==> config.mk <==
export PLATFORM = sky130hd
export DESIGN_NAME = debug_regdump_ctrl
export DESIGN_NICKNAME = d
export VERILOG_FILES = /design/src/rtl/debug_regdump_ctrl.sv
export SDC_FILE = /design/constraint.sdc
export NUM_CORES = 1
export LEC_CHECK = 0
export BUFFER_PORTS_ARGS = -buffer_cell sky130_fd_sc_hd__buf_4
export CAP_MARGIN = 20
export CORE_MARGIN = 4
export CORE_UTILIZATION = 40
export CTS_CLUSTER_SIZE = 8
export DETAILED_ROUTE_END_ITERATION = 12
export PLACE_DENSITY = 0.71
export SLEW_MARGIN = 20
export SYNTH_ARGS = -nofsm -noshare
export SYNTH_HDL_FRONTEND = slang
export SYNTH_SLANG_ARGS = --single-unit
export TNS_END_PERCENT = 50
==> constraint.sdc <==
create_clock -name i_clk -period 1.65 [get_ports i_clk]
set_clock_uncertainty 0.15 [all_clocks]
set_input_delay 0.4125 -clock i_clk [delete_from_list [all_inputs] [get_ports i_clk]]
set_output_delay 0.4125 -clock i_clk [all_outputs]
set_load 0.005 [all_outputs]
==> src/rtl/debug_regdump_ctrl.sv <==
// debug_regdump_ctrl
//   Owns the register-bank debug read port. On i_dump_req it halts the
//   pipeline, waits SETTLE_CYCLES for it to freeze, then walks registers
//   0..NUM_REGS-1 and streams each 32-bit word LSB-first as bytes over a
//   valid/ready link. The halt is released when the walk completes.
//
//   Optional: define DEBUG_REGDUMP_CHECKSUM_EN to append one XOR checksum
//   byte (XOR of every transmitted payload byte) after the last register.
//
// Ports
//   i_clk, i_reset    clock / synchronous active-high reset
//   i_dump_req        start request, only honoured in IDLE
//   o_halt            pipeline halt (drives ID i_halt)
//   o_reg_read        debug read address to the register bank
//   i_reg_content     bank read data, combinational from o_reg_read
//   o_tx_data         byte to transmit
//   o_tx_valid        o_tx_data valid
//   i_tx_ready        sink accepts when valid && ready
//   o_busy            high in every state but IDLE
//   o_done            one-cycle pulse at dump completion
module debug_regdump_ctrl #(
    parameter int NUM_REGS      = 32,
    parameter int ADDR_WIDTH    = 5,
    parameter int SETTLE_CYCLES = 2
) (
    input  logic                  i_clk,
    input  logic                  i_reset,
    input  logic                  i_dump_req,
    output logic                  o_halt,
    output logic [ADDR_WIDTH-1:0] o_reg_read,
    input  logic [31:0]           i_reg_content,
    output logic [7:0]            o_tx_data,
    output logic                  o_tx_valid,
    input  logic                  i_tx_ready,
    output logic                  o_busy,
    output logic                  o_done
);

    localparam int SW = (SETTLE_CYCLES > 1) ? $clog2(SETTLE_CYCLES) : 1;
    localparam logic [SW-1:0]         SETTLE_LAST = SW'(SETTLE_CYCLES - 1);
    localparam logic [ADDR_WIDTH-1:0] ADDR_LAST   = ADDR_WIDTH'(NUM_REGS - 1);

`ifdef DEBUG_REGDUMP_CHECKSUM_EN
    typedef enum logic [2:0] {
        S_IDLE, S_HALT, S_LATCH, S_SEND, S_NEXT, S_CSUM, S_DONE
    } state_t;
`else
    typedef enum logic [2:0] {
        S_IDLE, S_HALT, S_LATCH, S_SEND, S_NEXT, S_DONE
    } state_t;
`endif

    state_t          state, state_nxt;
    logic [SW-1:0]   settle_cnt;
    logic [1:0]      byte_idx;
    logic [31:0]     shift;
    logic            tx_fire;
`ifdef DEBUG_REGDUMP_CHECKSUM_EN
    logic [7:0]      csum;
`endif

    assign tx_fire   = o_tx_valid && i_tx_ready;
    // Data comes straight off the shift register flops; in CSUM the
    // checksum is loaded into shift[7:0] so no output mux is needed.
    assign o_tx_data = shift[7:0];

    always_comb begin
        state_nxt = state;
        case (state)
            S_IDLE:  if (i_dump_req) state_nxt = S_HALT;
            S_HALT:  if (settle_cnt == SETTLE_LAST) state_nxt = S_LATCH;
            S_LATCH: state_nxt = S_SEND;
            S_SEND:  if (tx_fire && byte_idx == 2'd3) state_nxt = S_NEXT;
            S_NEXT: begin
                if (o_reg_read == ADDR_LAST) begin
`ifdef DEBUG_REGDUMP_CHECKSUM_EN
                    state_nxt = S_CSUM;
`else
                    state_nxt = S_DONE;
`endif
                end else begin
                    state_nxt = S_LATCH;
                end
            end
`ifdef DEBUG_REGDUMP_CHECKSUM_EN
            S_CSUM:  if (tx_fire) state_nxt = S_DONE;
`endif
            S_DONE:  state_nxt = S_IDLE;
            default: state_nxt = S_IDLE;
        endcase
    end

    always_ff @(posedge i_clk) begin
        if (i_reset) begin
            state      <= S_IDLE;
            settle_cnt <= '0;
            byte_idx   <= '0;
            shift      <= '0;
            o_reg_read <= '0;
            o_halt     <= 1'b0;
            o_busy     <= 1'b0;
            o_tx_valid <= 1'b0;
            o_done     <= 1'b0;
`ifdef DEBUG_REGDUMP_CHECKSUM_EN
            csum       <= '0;
`endif
        end else begin
            state  <= state_nxt;
            // Status outputs are registered copies of the next state so they
            // line up exactly with the state they describe.
            o_halt <= (state_nxt != S_IDLE);
            o_busy <= (state_nxt != S_IDLE);
            o_done <= (state_nxt == S_DONE);
`ifdef DEBUG_REGDUMP_CHECKSUM_EN
            o_tx_valid <= (state_nxt == S_SEND) || (state_nxt == S_CSUM);
`else
            o_tx_valid <= (state_nxt == S_SEND);
`endif
            case (state)
                S_IDLE: begin
                    settle_cnt <= '0;
`ifdef DEBUG_REGDUMP_CHECKSUM_EN
                    csum       <= '0;
`endif
                    if (i_dump_req) o_reg_read <= '0;
                end
                S_HALT: settle_cnt <= settle_cnt + 1'b1;
                S_LATCH: begin
                    shift    <= i_reg_content;
                    byte_idx <= '0;
                end
                S_SEND: begin
                    if (tx_fire) begin
                        shift    <= {8'h00, shift[31:8]};
                        byte_idx <= byte_idx + 2'd1;
`ifdef DEBUG_REGDUMP_CHECKSUM_EN
                        csum     <= csum ^ shift[7:0];
`endif
                    end
                end
                S_NEXT: begin
                    // Address stops at the last register; it never wraps.
                    if (o_reg_read != ADDR_LAST) begin
                        o_reg_read <= o_reg_read + 1'b1;
                    end
`ifdef DEBUG_REGDUMP_CHECKSUM_EN
                    else begin
                        shift <= {24'h0, csum};
                    end
`endif
                end
                default: ;
            endcase
        end
    end

endmodule
### Yosys cells after proc, flatten, opt, wreduce, memory -nomap -nowiden

Cells that the tools add are included.

| storage, ports and cells | value |
|---|---|
| flip-flop bits (word level) | 46 |
| output and inout bits | 17 |
| input port bits | 36 |
| logic and storage cells | 45 |

| operators by class | value |
|---|---|
| equality and inequality tests | 12 |
| mux-type cells | 13 |
| reductions and logical operators | 9 |
| $add $sub $neg | 3 |

Operator list:

| cell | number |
|---|---|
| $pmux 32 s2 | 1 |
| $mux 32 | 1 |
| $pmux 3 s5 | 1 |
| $mux 3 | 4 |
| $mux 5 | 2 |
| $pmux 5 s2 | 1 |
| $eq 3x2->1 const B | 3 |
| $eq 3x3->1 const B | 2 |
| $ne 2x2->1 const B | 3 |
| $reduce_bool 2->1 | 3 |
| $add 5x1->5 const B | 1 |
| $eq 5x5->1 const B | 1 |
| $ne 5x5->1 const B | 1 |
| $pmux 2 s2 | 1 |
| $eq 3x1->1 const B | 1 |
| $logic_not 3->1 | 1 |
| $reduce_and 3->1 | 1 |
| $reduce_bool 3->1 | 1 |
| $add 2x1->2 const B | 1 |
| $eq 2x2->1 const B | 1 |
| $logic_and 1x1->1 | 2 |
| $mux 2 | 1 |
| $pmux 1 s2 | 1 |
| $reduce_and 2->1 | 1 |
| $add 1x1->1 const B | 1 |

### Depth between registers and ports, before layout

Gate-level depths: netlist of the first run.

| logic depth | value |
|---|---|
| depth after elaboration | 5 |
| gate-level depth with buffers | 7 |
| gate-level depth less buffers | 7 |

### Worst setup path before layout of the first run

Ideal clock, no wire load.

| timing | value |
|---|---|
| kind | register to register |
| start | register o_reg_read[0] |
| end | register o_reg_read[1] |
| data arrival time | 1.458 ns |
| period minus slack after synthesis | 1.749 ns |
| slack | -0.099 ns |
| required time | 1.359 ns |
| buffers on the path | 0 |
| cell stages (with the launch flop) | 8 |
| library setup time | 0.141 ns |
| cells stage by stage | dfxtp_1 -> ha_1 -> and3_1 -> ha_1 -> nor2b_1 -> o21ai_0 -> nand2_1 -> a21oi_1 |

| on the way | value |
|---|---|
| longest elaborated chain between the ends | 3 |
| elaborated cells on any way between the ends | 6 |
| classes of those cells | add/sub (1); eq/ne (2); mux (2); reduce/logical (1) |

RTL lines:

| item | line | text |
|---|---|---|
| from (decl) | 30 | `output logic [ADDR_WIDTH-1:0] o_reg_read,` |
| from (signal assigned) | 144 | `o_reg_read <= o_reg_read + 1'b1;` |
| $add 5x1->5 / $ne 5x5->1 (equally long branches) | 144, 143 |  |
| $mux 5 / $ne 2x2->1 (equally long branches) | n/a |  |
| $pmux 5 s2 / $reduce_and 3->1 (equally long branches) | n/a |  |

Parallel ways exist; a longest one is shown, timed or not. The select of a mux whose other input is x is not followed.
A chain may end at the register's enable or synchronous reset.

### Final worst setup path of the first run

| timing | value |
|---|---|
| start | register o_reg_read[1] |
| end | register o_busy |

| on the way | value |
|---|---|
| longest elaborated chain between the ends | 4 |

RTL lines:

| item | line | text |
|---|---|---|
| $eq 5x5->1 | 75 | `if (o_reg_read == ADDR_LAST) begin` |
| $mux 3 | 75 |  |
| $pmux 3 s5 | 69 | `case (state)` |
| $reduce_bool 3->1 | 112 | `o_busy <= (state_nxt != S_IDLE);` |
| to (signal assigned) | 112 |  |
| to (decl) | 35 | `output logic o_busy,` |

Every way passes these cells.

==> results of run 1 <==
==> metal layers <==
| metal | global-route usage [%] | vias to the layer above | wire, um |
|---|---|---|---|
| met5 | 0 | - | 0 |
| met4 | 4.90 | 0 | 39 |
| met3 | 3.67 | 2 | 261 |
| met2 | 21.9 | 43 | 2090 |
| met1 | 18.2 | 740 | 2140 |
| li1 | - | 865 | - |
==> worst reg2reg max path, stage by stage, from the launching register on <==
cell and delay, ns:
sky130_fd_sc_hd__dfxtp_2 0.36, sky130_fd_sc_hd__ha_4 0.13, sky130_fd_sc_hd__and3_4 0.18, sky130_fd_sc_hd__ha_4 0.15, sky130_fd_sc_hd__nor2b_4 0.06, sky130_fd_sc_hd__a31o_4 0.21, sky130_fd_sc_hd__o21ai_4 0.15, sky130_fd_sc_hd__o211ai_1 0.10
==> report_power, final <==
group	internal [mW]	total, mW	leakage, nW	switching (mW)
Clock	0.452	0.814	0.0514	0.362
Combinational	0.145	0.279	0.847	0.135
Sequential	1.14	1.17	0.374	0.0258
Total	1.74	2.26	1.27	0.523
==> Yosys cell counts, drive strengths merged (2+ instances only) <==
library cell	count	area (um^2)
a211oi	25	313
a21o	2	15.0
a21oi	6	33.8
a22oi	9	67.6
and3	2	12.5
buf	22	203
clkbuf	2	7.51
dfxtp	46	921
ha	3	37.5
inv	4	15.0
mux2i	25	250
nand2	5	18.8
nand3b	2	27.5
nand4	2	12.5
nor2	45	169
nor2b	2	12.5
o211ai	2	15.0
o21ai	4	20.0
==> area by class of cell <==
cell class | instances | area, um^2
clock buffers | 6 | 72.6
clock inverters | 2 | 37.5
fillers | 495 | 2450
inverters | 4 | 15.0
multi-input cells | 145 | 1160
flip-flops and latches | 46 | 926
well taps | 70 | 87.6
repair buffers | 66 | 524
==> how the worst max path moves through the flow <==
stage                         to  slack [ns]  cells past startpoint
6_report       o_busy$_SDFF_PP0_        0.04                      7
5_1_grt        o_busy$_SDFF_PP0_       -0.03                      7
4_1_cts        o_busy$_SDFF_PP0_       0.002                      4
3_5_place_dp   o_busy$_SDFF_PP0_       -0.03                      7
3_3_place_gp   o_busy$_SDFF_PP0_       0.003                      7
2_1_floorplan  o_busy$_SDFF_PP0_       0.003                      7
==> sequential cells by signal, indices dropped and copies added, names as in the netlist <==
name,flops
o_reg_read,5
state,3
byte_idx,2
settle_cnt,1
o_done,1
o_busy,1
shift,32
o_tx_valid,1
==> cell families (layout without fill, tap and decap cells) <==
group                      count (synthesis)  in the layout
muxes                                     25             25
DFF                                       46             46
xor gates and xnor gates                   2              2
AOI/OAI and AO/OA                         52             52
buffers and inverters                     28             78
and+or+nand+nor                           63             63
adders and majority gates                  3              3
==> timing repair <==
action	CTS	global route
setup buffers	0	1
gates resized for setup	3	6
pin swaps	1	4
setup endpoints to repair	5	12
gates cloned	0	0
==> flow_summary.yaml, run 1 <==
sta:
  layout_worst_path_cycle_share_pct: 97.8
  maxClockFrequency_mhz: 619
  worstMarginPinSlew_ns: 0.490
  slew_violations: 0
  timing.final.hold_violations: 0
  rsz0062_at_grt: "true"
  final.setup.tns_ns: 0
  worst_slack_ns: 0.0357
  report.final.setup_viol: 0
  fin_hold_ws_ns: 0.221
  relSlewSlack_pct: 67.2
  layout_min_cycle_time_ns: 1.61
final_layout:
  drive_gt1_share_pct: 41.6
  layout_commonest_cell: "sky130_fd_sc_hd__buf_4"
  nets: 307
  post_layout_instance_count_excluding_filler_cells: 339
  layout.cells.most_common_list: "63 x sky130_fd_sc_hd__buf_4, 45 x sky130_fd_sc_hd__nor2_1, 42 x sky130_fd_sc_hd__dfxtp_1"
  antennaDiodeCount: 0
  layout.core_utilization_pct: 53.5
  layout-area-overhead-vs-synth_pct: 26.0
  layout.cell_area.non_filler_um2: 2820
power_and_ir_drop:
  pwr_density_cell_nw_per_um2: 803
  ir_worst_vdd_uv: 423
  p_leak_nw: 1.27
  totalPowerFinal_mw: 2.26
routing:
  antenna_violating_nets_post_route: 0
  drt-wirelength-per-cell_um: 13.4
  drt-initial-drc-count: 61
  drt_pre_antenna_iters: 4
  vias: 1650
  viasPerCell: 4.87
  drt_drc_violations_left: 0
  drt_wl_total_um: 4530
logic_synthesis:
  postSynthRegisterBits: 46
  synthAdderAreaFrac_pct: 1.68
  async_reset_ff_share_pct: 0
  synth-edff-count: 0
  synthFlopType: "sky130_fd_sc_hd__dfxtp_1"
  syn-num-nets: 258
  number_of_instances_in_the_synthesized_netlist: 219
  synthXorXnorAreaFrac_pct: 0.783
  synth.area.mux_share_pct: 11.2
  compound_gate_portion_of_the_synthesized_area_pct: 22.1
  synth_top_family_by_area: "compound AO/OA/AOI/OAI gates"
  yosys_warnings: 0
  synth_area_um2: 2240
  ys_types: 36
  syn-mean-instance-area_um2: 10.2
  ys_seq_area_share_pct: 41.2
  yosys.area_share.simple_pct: 13.0
setup_path:
  rrSetupSlack_ns: 0.04
  r2r-end: "o_busy$_SDFF_PP0_"
  worst_setup_path_startpoint: "o_reg_read[1]$_SDFFE_PP0P_"
  crit_family: "compound AO/OA/AOI/OAI gates"
  cp.buffers_inverters: 0
  worst-path-max-fanout: 5
  endpoint_kind: "flop"
  ff2ff_path_depth: 7
  crit_path_cell_trace: "ha_4 > and3_4 > ha_4 > nor2b_4 > a31o_4 > o21ai_4 > o211ai_1"
  crit_type: "reg -> reg"
  rr_startpoint: "o_reg_read[1]$_SDFFE_PP0P_"
  timing.critical_path.required_ns: 1.67
  path_common_cell: "sky130_fd_sc_hd__ha_4"
  critical_path.startpoint_type: "flop"
  arrival_ns: 1.63
  worst_path_max_delay_cell: "sky130_fd_sc_hd__dfxtp_2"
  timing.critical_path.slowest_cell_delay_ns: 0.36
global_routing:
  grt_pass1_vias: 1565
  first_pass_grt_wire_length_um: 7270
  track_usage_pct: 13.8
  overflow: 0
  number_of_antenna_violations_at_the_first_check_in_global_routing: 0
  grt_start_max_net_pins: 33
placed_design:
  placement.cell_area_um2: 2650
  port_buffers: 52
  detailedPlacementHpwl_um: 3330
  gp_congestion: 0.785
  post-place-cells: 330
  detailedPlace.worstSlack_ns: -0.0277
floorplan:
  fp.dieH_um: 82.8
  ios: 53
  site_row_count: 26
  die-area_um2: 6850
  floorplan.initialDensity_pct: 42.5
  core_region_area_um2: 5270
  die_x_um: 82.8
worst_hold_path:
  worstHoldStart: "i_reg_content[31]"
  worstHoldEndpoint: "shift[31]$_SDFFE_PP0P_"
  hp-class: "in -> reg"
  worst_hold_path.num_cells: 3
run:
  maxCapViolations: 0
cts:
  clk_pin_slew_worst_paths_ns: 0.09
  cts_tree: "built"
  clk_latency_ns: 0.29
  clk_path_buf_depth: 2
  htree_num_levels: 2
  root_buffer: "sky130_fd_sc_hd__clkbuf_8"
  cts_hold_buffers: 0
  tritoncts.num_buffers: 5
  cts.sinks: 46
run_status:
  outcome: "complete, no violations"
Note: power is estimated with default switching activity, not from simulation.
==> run 2: changes to the inputs <==
--- a/config.mk
+++ b/config.mk
@@ -11,7 +11,6 @@
 export CORE_UTILIZATION = 40
 export CTS_CLUSTER_SIZE = 8
 export DETAILED_ROUTE_END_ITERATION = 12
-export PLACE_DENSITY = 0.71
 export SLEW_MARGIN = 20
 export SYNTH_ARGS = -nofsm -noshare
 export SYNTH_HDL_FRONTEND = slang
==> flow_summary.yaml, run 2 (synthesis gave the netlist of run 1 again) <==
sta:
  worstMarginPinSlew_ns: 0.423
  rsz0062_at_grt: "true"
  timing.final.hold_violations: 0
  slew_violations: 0
  maxClockFrequency_mhz: 616
  report.final.setup_viol: 0
  relSlewSlack_pct: 71.7
  layout_min_cycle_time_ns: 1.62
  layout_worst_path_cycle_share_pct: 98.4
routing:
  antenna_violating_nets_post_route: 0
  drt-initial-drc-count: 85
  drt_drc_violations_left: 0
  drt_wl_total_um: 4430
  drt_pre_antenna_iters: 6
  drt-wirelength-per-cell_um: 13.2
  viasPerCell: 4.92
  vias: 1652
global_routing:
  grt_start_max_net_pins: 49
  grt_pass1_vias: 1600
  track_usage_pct: 14.0
  overflow: 0
  number_of_antenna_violations_at_the_first_check_in_global_routing: 0
  first_pass_grt_wire_length_um: 7270
setup_path:
  crit_path_cell_trace: "ha_4 > and3_4 > ha_4 > nor2b_4 > a31o_2 > o21ai_2 > o211ai_1"
  rr_startpoint: "o_reg_read[0]$_SDFFE_PP0P_"
  worst-path-max-fanout: 5
  endpoint_kind: "flop"
  rrSetupSlack_ns: 0.03
  crit_type: "reg -> reg"
  r2r-end: "o_busy$_SDFF_PP0_"
  critical_path.startpoint_type: "flop"
  path_common_cell: "sky130_fd_sc_hd__ha_4"
  timing.critical_path.slowest_cell_delay_ns: 0.35
  worst_path_max_delay_cell: "sky130_fd_sc_hd__dfxtp_2"
  arrival_ns: 1.65
  timing.critical_path.required_ns: 1.68
  ff2ff_path_depth: 7
worst_hold_path:
  worstHoldStart: "i_reset"
  worst_hold_path.num_cells: 2
  hp-class: "in -> reg"
  worstHoldEndpoint: "o_reg_read[1]$_SDFFE_PP0P_"
cts:
  cts_hold_buffers: 0
  cts_tree: "built"
  clk_latency_ns: 0.29
  clk_path_buf_depth: 2
  cts.sinks: 46
  clk_pin_slew_worst_paths_ns: 0.08
  htree_num_levels: 2
  root_buffer: "sky130_fd_sc_hd__clkbuf_8"
  tritoncts.num_buffers: 5
final_layout:
  largestRegisters: "shift x32, o_reg_read x5, state x3"
  regArea_um2: 925
  layout.core_utilization_pct: 53.0
  antennaDiodeCount: 0
  multi_input_gate_area_in_the_final_layout_um2: 1160
  layout.cell_area.non_filler_um2: 2790
  final.fill_count: 516
  largest_reg_flops: 32
  largest_register: "shift"
  layout_commonest_cell: "sky130_fd_sc_hd__buf_4"
  layout.cells.most_common_list: "61 x sky130_fd_sc_hd__buf_4, 44 x sky130_fd_sc_hd__nor2_1, 43 x sky130_fd_sc_hd__dfxtp_1"
  layout-area-overhead-vs-synth_pct: 24.8
  post_layout_instance_count_excluding_filler_cells: 336
  nets: 304
  drive_gt1_share_pct: 41.0
placed_design:
  placement.cell_area_um2: 2630
  detailedPlacementHpwl_um: 3100
  port_buffers: 52
  gp_congestion: 0.820
  post-place-cells: 327
floorplan:
  die-area_um2: 6850
  ios: 53
  site_row_count: 26
  fp.dieH_um: 82.8
  floorplan.initialDensity_pct: 42.5
  die_x_um: 82.8
  core_region_area_um2: 5270
run:
  maxCapViolations: 0
power_and_ir_drop:
  p_leak_nw: 1.25
  ir_worst_vdd_uv: 369
  pwr_density_cell_nw_per_um2: 809
  totalPowerFinal_mw: 2.26
run_status:
  outcome: "complete, no violations"
-- run 2: worst max-delay path by stage --
stage | start | to | slack, ns | cells after the start
global placement | o_reg_read[0]$_SDFFE_PP0P_ | o_busy$_SDFF_PP0_ | 0.0004 | 7
global route | o_reg_read[0]$_SDFFE_PP0P_ | o_reg_read[2]$_SDFFE_PP0P_ | -0.05 | 8
finish | o_reg_read[0]$_SDFFE_PP0P_ | o_busy$_SDFF_PP0_ | 0.03 | 7
CTS | o_reg_read[0]$_SDFFE_PP0P_ | o_reg_read[3]$_SDFFE_PP0P_ | -0.01 | 7
floorplan | o_reg_read[0]$_SDFFE_PP0P_ | o_busy$_SDFF_PP0_ | 0.003 | 7
detailed placement | o_reg_read[0]$_SDFFE_PP0P_ | o_busy$_SDFF_PP0_ | -0.02 | 7
-- run 2: cell type report --
class	instances	share of cell area, %
Tap cell	70	3.14
Inverter	4	0.538
Timing Repair Buffer	63	17.8
Clock buffer	7	2.73
Multi-Input combinational cell	145	41.6
Clock inverter	1	1.08
Sequential cell	46	33.1
-- run 2: timing repair --
| item | 4_1_cts | 5_1_grt |
|---|---|---|
| resized for setup | 1 | 8 |
| pin swaps | 1 | 2 |
| buffers inserted | 0 | 1 |
| setup endpoints to repair | 3 | 31 |
-- run 2: critical path, delay by kind of cell, from the launching register on --
kind | cells | cell delay [ns]
compound gates | 3 | 0.47
flops | 1 | 0.35
fa+ha+maj | 2 | 0.29
simple gates | 2 | 0.25
-- run 2: layer usage --
| layer | vias to the layer above | part of all wire (%) | global-route usage [%] |
|---|---|---|---|
| met5 | - | 0 | 0 |
| met4 | 0 | 2.0 | 5.56 |
| met3 | 7 | 6.4 | 4.75 |
| met2 | 40 | 43 | 20.6 |
| met1 | 746 | 49 | 18.7 |
| li1 | 859 | - | - |
-- run 2: report_power, final --
group,internal (mW),leakage [nW],switching [mW],total (mW)
clock,0.453,0.0524,0.356,0.810
combinational,0.145,0.825,0.134,0.279
sequential,1.14,0.374,0.0249,1.17
-- run 2: through the flow --
step / TNS (ns) / hold slack (ns) / worst slack (ns)
3_3_place_gp: 0 / 0.329 / 0.000426
6_report: 0 / 0.208 / 0.0261
3_5_place_dp: -0.0173 / 0.327 / -0.0173
2_1_floorplan: 0 / 0.307 / 0.00250
5_1_grt: -0.143 / 0.192 / -0.0496
4_1_cts: -0.0131 / 0.188 / -0.0131
